**config.mk**
```make
export PLATFORM = sky130hd
export DESIGN_NAME = spi_daisy_sched
export DESIGN_NICKNAME = d
export VERILOG_FILES = /design/src/rtl/spi_daisy_sched.sv
export SDC_FILE = /design/constraint.sdc
export NUM_CORES = 1
export LEC_CHECK = 0
export ABC_AREA = 1
export BUFFER_PORTS_ARGS = -buffer_cell sky130_fd_sc_hd__buf_2
export CAP_MARGIN = 15
export CORE_MARGIN = 8
export CORE_UTILIZATION = 47
export DETAILED_ROUTE_END_ITERATION = 8
export PLACE_DENSITY_LB_ADDON = 0.15
export SLEW_MARGIN = 20
export SYNTH_ARGS = -nofsm -noshare
export SYNTH_HDL_FRONTEND = slang
export SYNTH_SLANG_ARGS = --single-unit
```
**constraint.sdc**
```tcl
create_clock -name clk -period 4.2 [get_ports clk]
set_input_delay 0.84 -clock clk [delete_from_list [all_inputs] [get_ports clk]]
set_output_delay 0.84 -clock clk [all_outputs]
set_load 0.01 [all_outputs]
```
**src/rtl/spi_daisy_sched.sv**
```systemverilog
// Scheduler for a daisy chain of 8-bit SPI (mode 0) shift-register slaves: buffers one command per slave,
// runs one cs frame of N_SLAVES*8 bits and returns the captured bytes. Optional macro: DAISY_AUTO_START_EN.
module spi_daisy_sched #(
    parameter int N_SLAVES = 4,
    parameter int CLK_DIV  = 4
) (
    input  logic       clk,
    input  logic       rst_n,
    input  logic       req_valid,
    input  logic [7:0] req_data,
    output logic       req_ready,
    input  logic       start,
    output logic       busy,
    output logic       done,
    output logic       rsp_valid,
    output logic [7:0] rsp_data,
    input  logic       rsp_ready,
    output logic       sclk,
    output logic       mosi,
    input  logic       miso,
    output logic       cs
);
    localparam int NB = 8 * N_SLAVES;
    localparam int HW = $clog2(CLK_DIV);
    localparam int BW = $clog2(16 * N_SLAVES + 1);
    localparam int SW = $clog2(N_SLAVES + 1);
    localparam logic [HW-1:0] HP_LAST   = HW'(CLK_DIV - 1);
    localparam logic [BW-1:0] LAST_TGL  = BW'(16 * N_SLAVES - 1);
    localparam logic [SW-1:0] FULL      = SW'(N_SLAVES);
    localparam logic [SW-1:0] LAST_SLOT = SW'(N_SLAVES - 1);

    typedef enum logic [2:0] {S_IDLE, S_SETUP, S_SHIFT, S_HOLD, S_UNLOAD} state_t;

    state_t        state_q, state_d;
    logic [HW-1:0] hp_q, hp_d;
    logic [BW-1:0] bit_q, bit_d;
    logic [SW-1:0] slot_q, slot_d;
    logic [SW-1:0] count_q, count_d;
    logic [NB-1:0] tx_q, tx_d;
    logic [NB-1:0] rx_q, rx_d;
    logic          sclk_q, sclk_d;
    logic          mosi_q, mosi_d;
    logic          cs_q, cs_d;
    logic          busy_q, busy_d;
    logic          done_q, done_d;
    logic          req_ready_q, req_ready_d;
    logic          rsp_valid_q, rsp_valid_d;
    logic [7:0]    rsp_data_q, rsp_data_d;
    logic          launch_s;
    logic          hp_end_s;
    logic [NB-1:0] rx_next_s;

`ifdef DAISY_AUTO_START_EN
    logic unused_start_s;
    assign unused_start_s = start;
    assign launch_s       = (count_q == FULL);
`else
    assign launch_s       = start && (count_q == FULL);
`endif

    // Next-state and output decode for the frame sequencer.
    always_comb begin
        state_d     = state_q;
        hp_d        = hp_q;
        bit_d       = bit_q;
        slot_d      = slot_q;
        count_d     = count_q;
        tx_d        = tx_q;
        rx_d        = rx_q;
        sclk_d      = sclk_q;
        mosi_d      = mosi_q;
        cs_d        = cs_q;
        done_d      = 1'b0;
        rsp_valid_d = rsp_valid_q;
        rsp_data_d  = rsp_data_q;
        hp_end_s    = (hp_q == HP_LAST);
        rx_next_s   = rx_q << 8;
        case (state_q)
            S_IDLE: begin
                if (req_valid && req_ready_q) begin
                    tx_d[NB - 8 - 8 * int'(count_q) +: 8] = req_data;
                    count_d = count_q + SW'(1);
                end else if (launch_s) begin
                    state_d = S_SETUP;
                    cs_d    = 1'b0;
                    mosi_d  = tx_q[NB-1];
                    hp_d    = '0;
                    bit_d   = '0;
                end else begin
                    count_d = count_q;
                end
            end
            S_SETUP: begin
                if (hp_end_s) begin
                    state_d = S_SHIFT;
                    hp_d    = '0;
                end else begin
                    hp_d    = hp_q + HW'(1);
                end
            end
            S_SHIFT: begin
                if (hp_end_s) begin
                    hp_d   = '0;
                    sclk_d = ~sclk_q;
                    bit_d  = bit_q + BW'(1);
                    // sclk_q low here means this toggle is a rising edge
                    if (!sclk_q) begin
                        rx_d = {rx_q[NB-2:0], miso};
                    end else if (bit_q == LAST_TGL) begin
                        state_d = S_HOLD;
                    end else begin
                        tx_d   = {tx_q[NB-2:0], 1'b0};
                        mosi_d = tx_q[NB-2];
                    end
                end else begin
                    hp_d = hp_q + HW'(1);
                end
            end
            S_HOLD: begin
                if (hp_end_s) begin
                    state_d     = S_UNLOAD;
                    cs_d        = 1'b1;
                    slot_d      = '0;
                    rsp_valid_d = 1'b1;
                    rsp_data_d  = rx_q[NB-1 -: 8];
                end else begin
                    hp_d = hp_q + HW'(1);
                end
            end
            S_UNLOAD: begin
                if (rsp_valid_q && rsp_ready && (slot_q == LAST_SLOT)) begin
                    state_d     = S_IDLE;
                    rsp_valid_d = 1'b0;
                    done_d      = 1'b1;
                    count_d     = '0;
                end else if (rsp_valid_q && rsp_ready) begin
                    slot_d     = slot_q + SW'(1);
                    rx_d       = rx_next_s;
                    rsp_data_d = rx_next_s[NB-1 -: 8];
                end else begin
                    rsp_data_d = rsp_data_q;
                end
            end
            default: begin
                state_d = S_IDLE;
            end
        endcase
        busy_d      = (state_d != S_IDLE);
        req_ready_d = (state_d == S_IDLE) && (count_d < FULL);
    end

    // State and registered outputs; reset forces cs high and sclk low immediately.
    always_ff @(posedge clk or negedge rst_n) begin
        if (!rst_n) begin
            state_q     <= S_IDLE;
            hp_q        <= '0;
            bit_q       <= '0;
            slot_q      <= '0;
            count_q     <= '0;
            tx_q        <= '0;
            rx_q        <= '0;
            sclk_q      <= 1'b0;
            mosi_q      <= 1'b0;
            cs_q        <= 1'b1;
            busy_q      <= 1'b0;
            done_q      <= 1'b0;
            req_ready_q <= 1'b1;
            rsp_valid_q <= 1'b0;
            rsp_data_q  <= 8'h00;
        end else begin
            state_q     <= state_d;
            hp_q        <= hp_d;
            bit_q       <= bit_d;
            slot_q      <= slot_d;
            count_q     <= count_d;
            tx_q        <= tx_d;
            rx_q        <= rx_d;
            sclk_q      <= sclk_d;
            mosi_q      <= mosi_d;
            cs_q        <= cs_d;
            busy_q      <= busy_d;
            done_q      <= done_d;
            req_ready_q <= req_ready_d;
            rsp_valid_q <= rsp_valid_d;
            rsp_data_q  <= rsp_data_d;
        end
    end

    assign req_ready = req_ready_q;
    assign busy      = busy_q;
    assign done      = done_q;
    assign rsp_valid = rsp_valid_q;
    assign rsp_data  = rsp_data_q;
    assign sclk      = sclk_q;
    assign mosi      = mosi_q;
    assign cs        = cs_q;

endmodule
```
* Word level (Yosys, flattened, before mapping)
Index checks and enable logic that the tools add are counted.
** Storage, ports and cells
- Word-level logic and storage cells :: 122
- Bits in registers :: 97
- Input port bits :: 14
- Output and inout bits :: 15
** Operators by class
- Bitwise operators :: 1
- Mux-type cells :: 54
- Reduce and logical (&&, ||, !) cells :: 23
- Shift operators :: 2
- $lt $le $gt $ge :: 1
- Equality and inequality tests :: 20
- $add $sub $neg :: 6
** Operators with widths (count)
- 32-bit 2-to-1 mux :: 8
- 32-bit one-hot mux with 2 select lines :: 2
- 3-bit 2-to-1 mux :: 13
- 7-bit negator with 33-bit output :: 1
- 8-bit by 33-bit variable shift with 32-bit output (first input constant) :: 1
- 8-bit by 33-bit indexed part select with 32-bit output :: 1
- 32-bit bitwise mux :: 1
- 8-bit 2-to-1 mux :: 3
- 2-bit != test (second input constant) :: 12
- 7-bit 2-to-1 mux :: 3
- 8-bit one-hot mux with 2 select lines :: 1
- 4-bit AND reduction :: 4
- 3-bit one-hot mux with 5 select lines :: 1
- 7-bit one-hot mux with 2 select lines :: 1
- 3-bit one-hot mux with 2 select lines :: 2
- 1-bit 2-to-1 mux :: 11
- 5-bit AND reduction :: 2
- 3-bit by 2-bit equality test with 1-bit output (second input constant) :: 3
- 2-bit 2-to-1 mux :: 4
- 2-bit nonzero test :: 4
- 7-bit by 1-bit adder with 7-bit output (second input constant) :: 1
- 7-bit by 6-bit equality test with 1-bit output (second input constant) :: 1
- 5-bit by 6-bit subtractor with 7-bit output (first input constant) :: 1
- 3-bit by 1-bit adder with 3-bit output (second input constant) :: 2
- 15 further kinds :: 24

* Longest topological paths before layout
- Depth in word-level cells :: 7
- Mapped depth :: 13
- Gate-level depth less buffers :: 12

* Worst setup path after synthesis
No wires, ideal clock.
- Path type :: register to register
- Start :: reg count_q[0]
- End :: reg tx_q[16]
- Clock period less this slack :: 2162 ps
- Data required time :: 4082 ps
- Buffers on the path :: 1
- Stages on the path, launching flop included :: 12
- Setup slack :: 2038 ps
- Arrival :: 2043 ps
- Setup time :: 118 ps
- Cells stage by stage :: dfrtp_1 -> inv_1 -> nor3_1 -> inv_1 -> ha_1 -> buf_4 -> nor2_1 -> nand2_1 -> o21ai_2 -> nand3_1 -> nand2_1 -> nand2_1
** On the way
- Longest elaborated chain between the ends :: 6
- Elaborated cells between the ends (all ways) :: 7
- Classes of those cells :: add/sub (2); shift (2); mux (3)
** RTL lines
- start: declaration :: line 38 : logic [SW-1:0] count_q, count_d;
- start signal: assignment :: line 175 : count_q <= count_d;
- 5-bit by 6-bit subtractor with 7-bit output * :: line 81 : tx_d[NB - 8 - 8 * int'(count_q) +: 8] = req_data;
- 7-bit negator with 33-bit output * :: line 81
- 8-bit by 33-bit indexed part select with 32-bit output / 8-bit by 33-bit variable shift with 32-bit output (equally long branches) :: line 81
- 32-bit bitwise mux * :: line 81
- 32-bit 2-to-1 mux * :: line 80 : if (req_valid && req_ready_q) begin
- 32-bit one-hot mux with 2 select lines * :: line 78 : case (state_q)
- end signal: assignment :: line 176 : tx_q <= tx_d;
- end: declaration :: line 39 : logic [NB-1:0] tx_q, tx_d;
Mark *: on every way between the ends. The rest lies on a longest branch, timed or not. The select of a mux whose other input is x is not followed.
A chain may end at the register's enable or synchronous reset.

* Worst setup path in the final report
- Start :: reg count_q[0]
- End :: reg tx_q[4]
The elaborated chain is that of the path after synthesis.

==> flow_summary.ini <==
[routing]
drtIter0Drc = 331
dr.pass1.iters = 5
antenna_left = 0
vias_per_cell = 4.97
wl_per_cell_um = 12.9
wl_mm = 11.2
drcViolationCount = 0
vias = 4324

[cells_and_area]
layout-drive-gt1-share = 0.0932
fill_cells = 1060
final_cells = 870
fin_util = 0.513
num_antenna_cells = 0
fin_area_mm2 = 0.00554
layout.nets = 748
final_common_cell = nand2_1
area_growth_pct = 7.17
final_cell_mix = nand2_1, dfrtp_1, inv_1

[logic_synthesis]
yosysSeqAreaShare = 0.470
synth.ff_latch_count = 97
synth_compound_area_frac = 0.0823
synthArstFlopShare = 1.00
yosysUniqueCellTypes = 26
synthMuxAreaShare = 0.00581
synth_area_mm2 = 0.00517
syn_inst = 708
synth_enable_flop_cells = 0
synth-xor-area-share = 0.00339
synthesis.nets = 731
avgSynthCellArea_um2 = 7.30
ys_warn_count = 0
synthSimpleGateAreaFrac = 0.336
synthAdderAreaFrac = 0.0218
synth_top_family_by_area = simple AND/OR/NAND/NOR gates
ys.flop_type = dfrtp_1

[worst_setup_path]
crit_type = reg2reg
slowest_delay_ns = 0.65
cpLargestDelayFamily = simple AND/OR/NAND/NOR gates
cpMostUsedCell = nand2_1
cp.buffers_inverters = 2
cp_data_arrival_time_ns = 3.37
required_ns = 4.46
start_kind = flip-flop
slowest_stage = ha_1
crit_path_end_kind = flip-flop
worst-path-max-fanout = 21
crit_chain = inv_1 -> nor3_1 -> inv_1 -> ha_1 -> nand2_2 -> nor2_1 -> nand2_1 -> nand2_2 -> nand3_4 -> nand2_1 -> nand2_1

[grt]
grt.overflow.total = 0
grt_max_degree = 43
use_met2 = 0.244
grt_pass1_vias = 4044
grt_pass1_wl_mm = 19.6
grt_use_met3 = 0.0307
use_met1 = 0.231
top_usage_layer = met2
antenna_found_initial = 0
grt_use_total = 0.164

[clock_tree]
cts_tree = yes
holdBufCountCts = 0
clockBufferDepth = 2
postCtsSetupBuffers = 0
cts_root_buffer = clkbuf_8
cts_made_buffers = 9
clk_latency_ns = 0.38
htreeDepth = 3
cts_resized = 0
numClockSinks = 97
path_clk_slew_ns = 0.10

[timing]
setup_tns_ns = 0
min_period_ns = 3.12
slew_violations = 0
final-hold-violation-count = 0
setup_viol = 0
fin_crit_sh = 0.742
maxSlewHeadroom = 0.535
worst_pin_slew_ns = 0.696
whs_ns = 0.410
max_freq_ghz = 0.321
skew_ns = 0.0130
grt_setup_unrepaired = no

[place]
dp_cells = 854
dp_hpwl_mm = 7.81
placed_cell_area_mm2 = 0.00536
io_buffers = 28
gp_congestion = 0.858

[worst_hold_path]
hp-class = in2async

[floorplan]
num_rows = 38
core_area_mm2 = 0.0108
die-area_mm2 = 0.0146
die_width_um = 121
start_util = 0.479
pin_count = 29
die_y_um = 121

[job]
cap_violations = 0

[run_status]
status = completed

[pwr]
ir_drop_mv = 0.156
power_leakage_uw = 0.00310
cellPowerDensity_mw_per_mm2 = 279
## per-layer routing
layer / part of all wire / up-vias / wire [um]
met1: 0.52 / 1973 / 5780
met5: 0 / - / 0
met4: 0.015 / 0 / 169
met2: 0.43 / 67 / 4830
li1: - / 2271 / -
met3: 0.037 / 13 / 419
## final timing paths
path / from / end / slack [ns] / cells after the start
worst min register to register: rsp_data[7] / rsp_data[7] / 0.48 / 2
max in group asynchronous: rst_n / slot_q[2] / 2.94 / 2
worst max-delay path: count_q[0] / tx_q[4] / 1.08 / 11
min in group clk: rsp_data[7] / rsp_data[7] / 0.48 / 2
worst max register to register: count_q[0] / tx_q[4] / 1.08 / 11
worst min-delay path: rst_n / tx_q[16] / 0.41 / 1
## synth_stat cells (4+ instances only)
cell | count | share of area
inv_2 | 7 | 0.0051
nor2_1 | 43 | 0.031
inv_1 | 63 | 0.046
nand3_1 | 53 | 0.051
clkbuf_1 | 7 | 0.0051
buf_4 | 6 | 0.0087
o21ai_1 | 22 | 0.021
o211ai_1 | 4 | 0.0058
nand2_1 | 296 | 0.21
nor3_1 | 10 | 0.0097
nand2_2 | 4 | 0.0048
nand4_1 | 9 | 0.011
ha_1 | 9 | 0.022
buf_6 | 4 | 0.0087
o21ai_0 | 49 | 0.047
dfrtp_1 | 95 | 0.46
buf_2 | 8 | 0.0077
## flip-flops by register name, summed over array words and instances (netlist names), 2 cells and up
register and flops:
bit_q 7, slot_q 3, state_q 3, rx_q 32, tx_q 32, rsp_data 8
count_q 3, hp_q 2
## kinds of logic (layout without fill, tap and decap cells)
family | after synthesis | in the layout
xor gates and xnor gates | 2 | 2
AOI/OAI and AO/OA | 81 | 81
DFF | 97 | 97
adders and majority gates | 9 | 9
and+or+nand+nor | 421 | 421
buffers and inverters | 95 | 117
muxes | 3 | 3
## power breakdown
| part | internal [uW] | switching, uW |
|---|---|---|
| Sequential | 933 | 0 |
| Clock | 248 | 334 |
| Combinational | 6.52 | 23.8 |
| Total | 1190 | 358 |
## cell type report
type | count | area (um^2) | share of cell area
Sequential cell | 97 | 2430 | 0.439
Multi-Input combinational cell | 516 | 2320 | 0.420
Inverter | 70 | 263 | 0.0474
Tap cell | 140 | 175 | 0.0316
Timing Repair Buffer | 31 | 165 | 0.0298
Clock buffer | 12 | 155 | 0.0280
Clock inverter | 4 | 26.3 | 0.00474
## worst reg2reg max path, stage by stage, from the launching register on
cell and delay [ns]:
dfrtp_1 0.61, inv_1 0.14, nor3_1 0.26, inv_1 0.07
ha_1 0.65, nand2_2 0.21, nor2_1 0.42, nand2_1 0.16
nand2_2 0.18, nand3_4 0.14, nand2_1 0.10, nand2_1 0.06
## through the flow
stage / setup WS [ns] / total power, uW
6_report: 1.08 / 1550
5_1_grt: 0.643 / 1610
4_1_cts: 1.12 / 1570
3_5_place_dp: 1.15 / 984
3_3_place_gp: 1.30 / 983
2_1_floorplan: 2.04 / 955
Note: power is estimated with default switching activity, not from simulation.
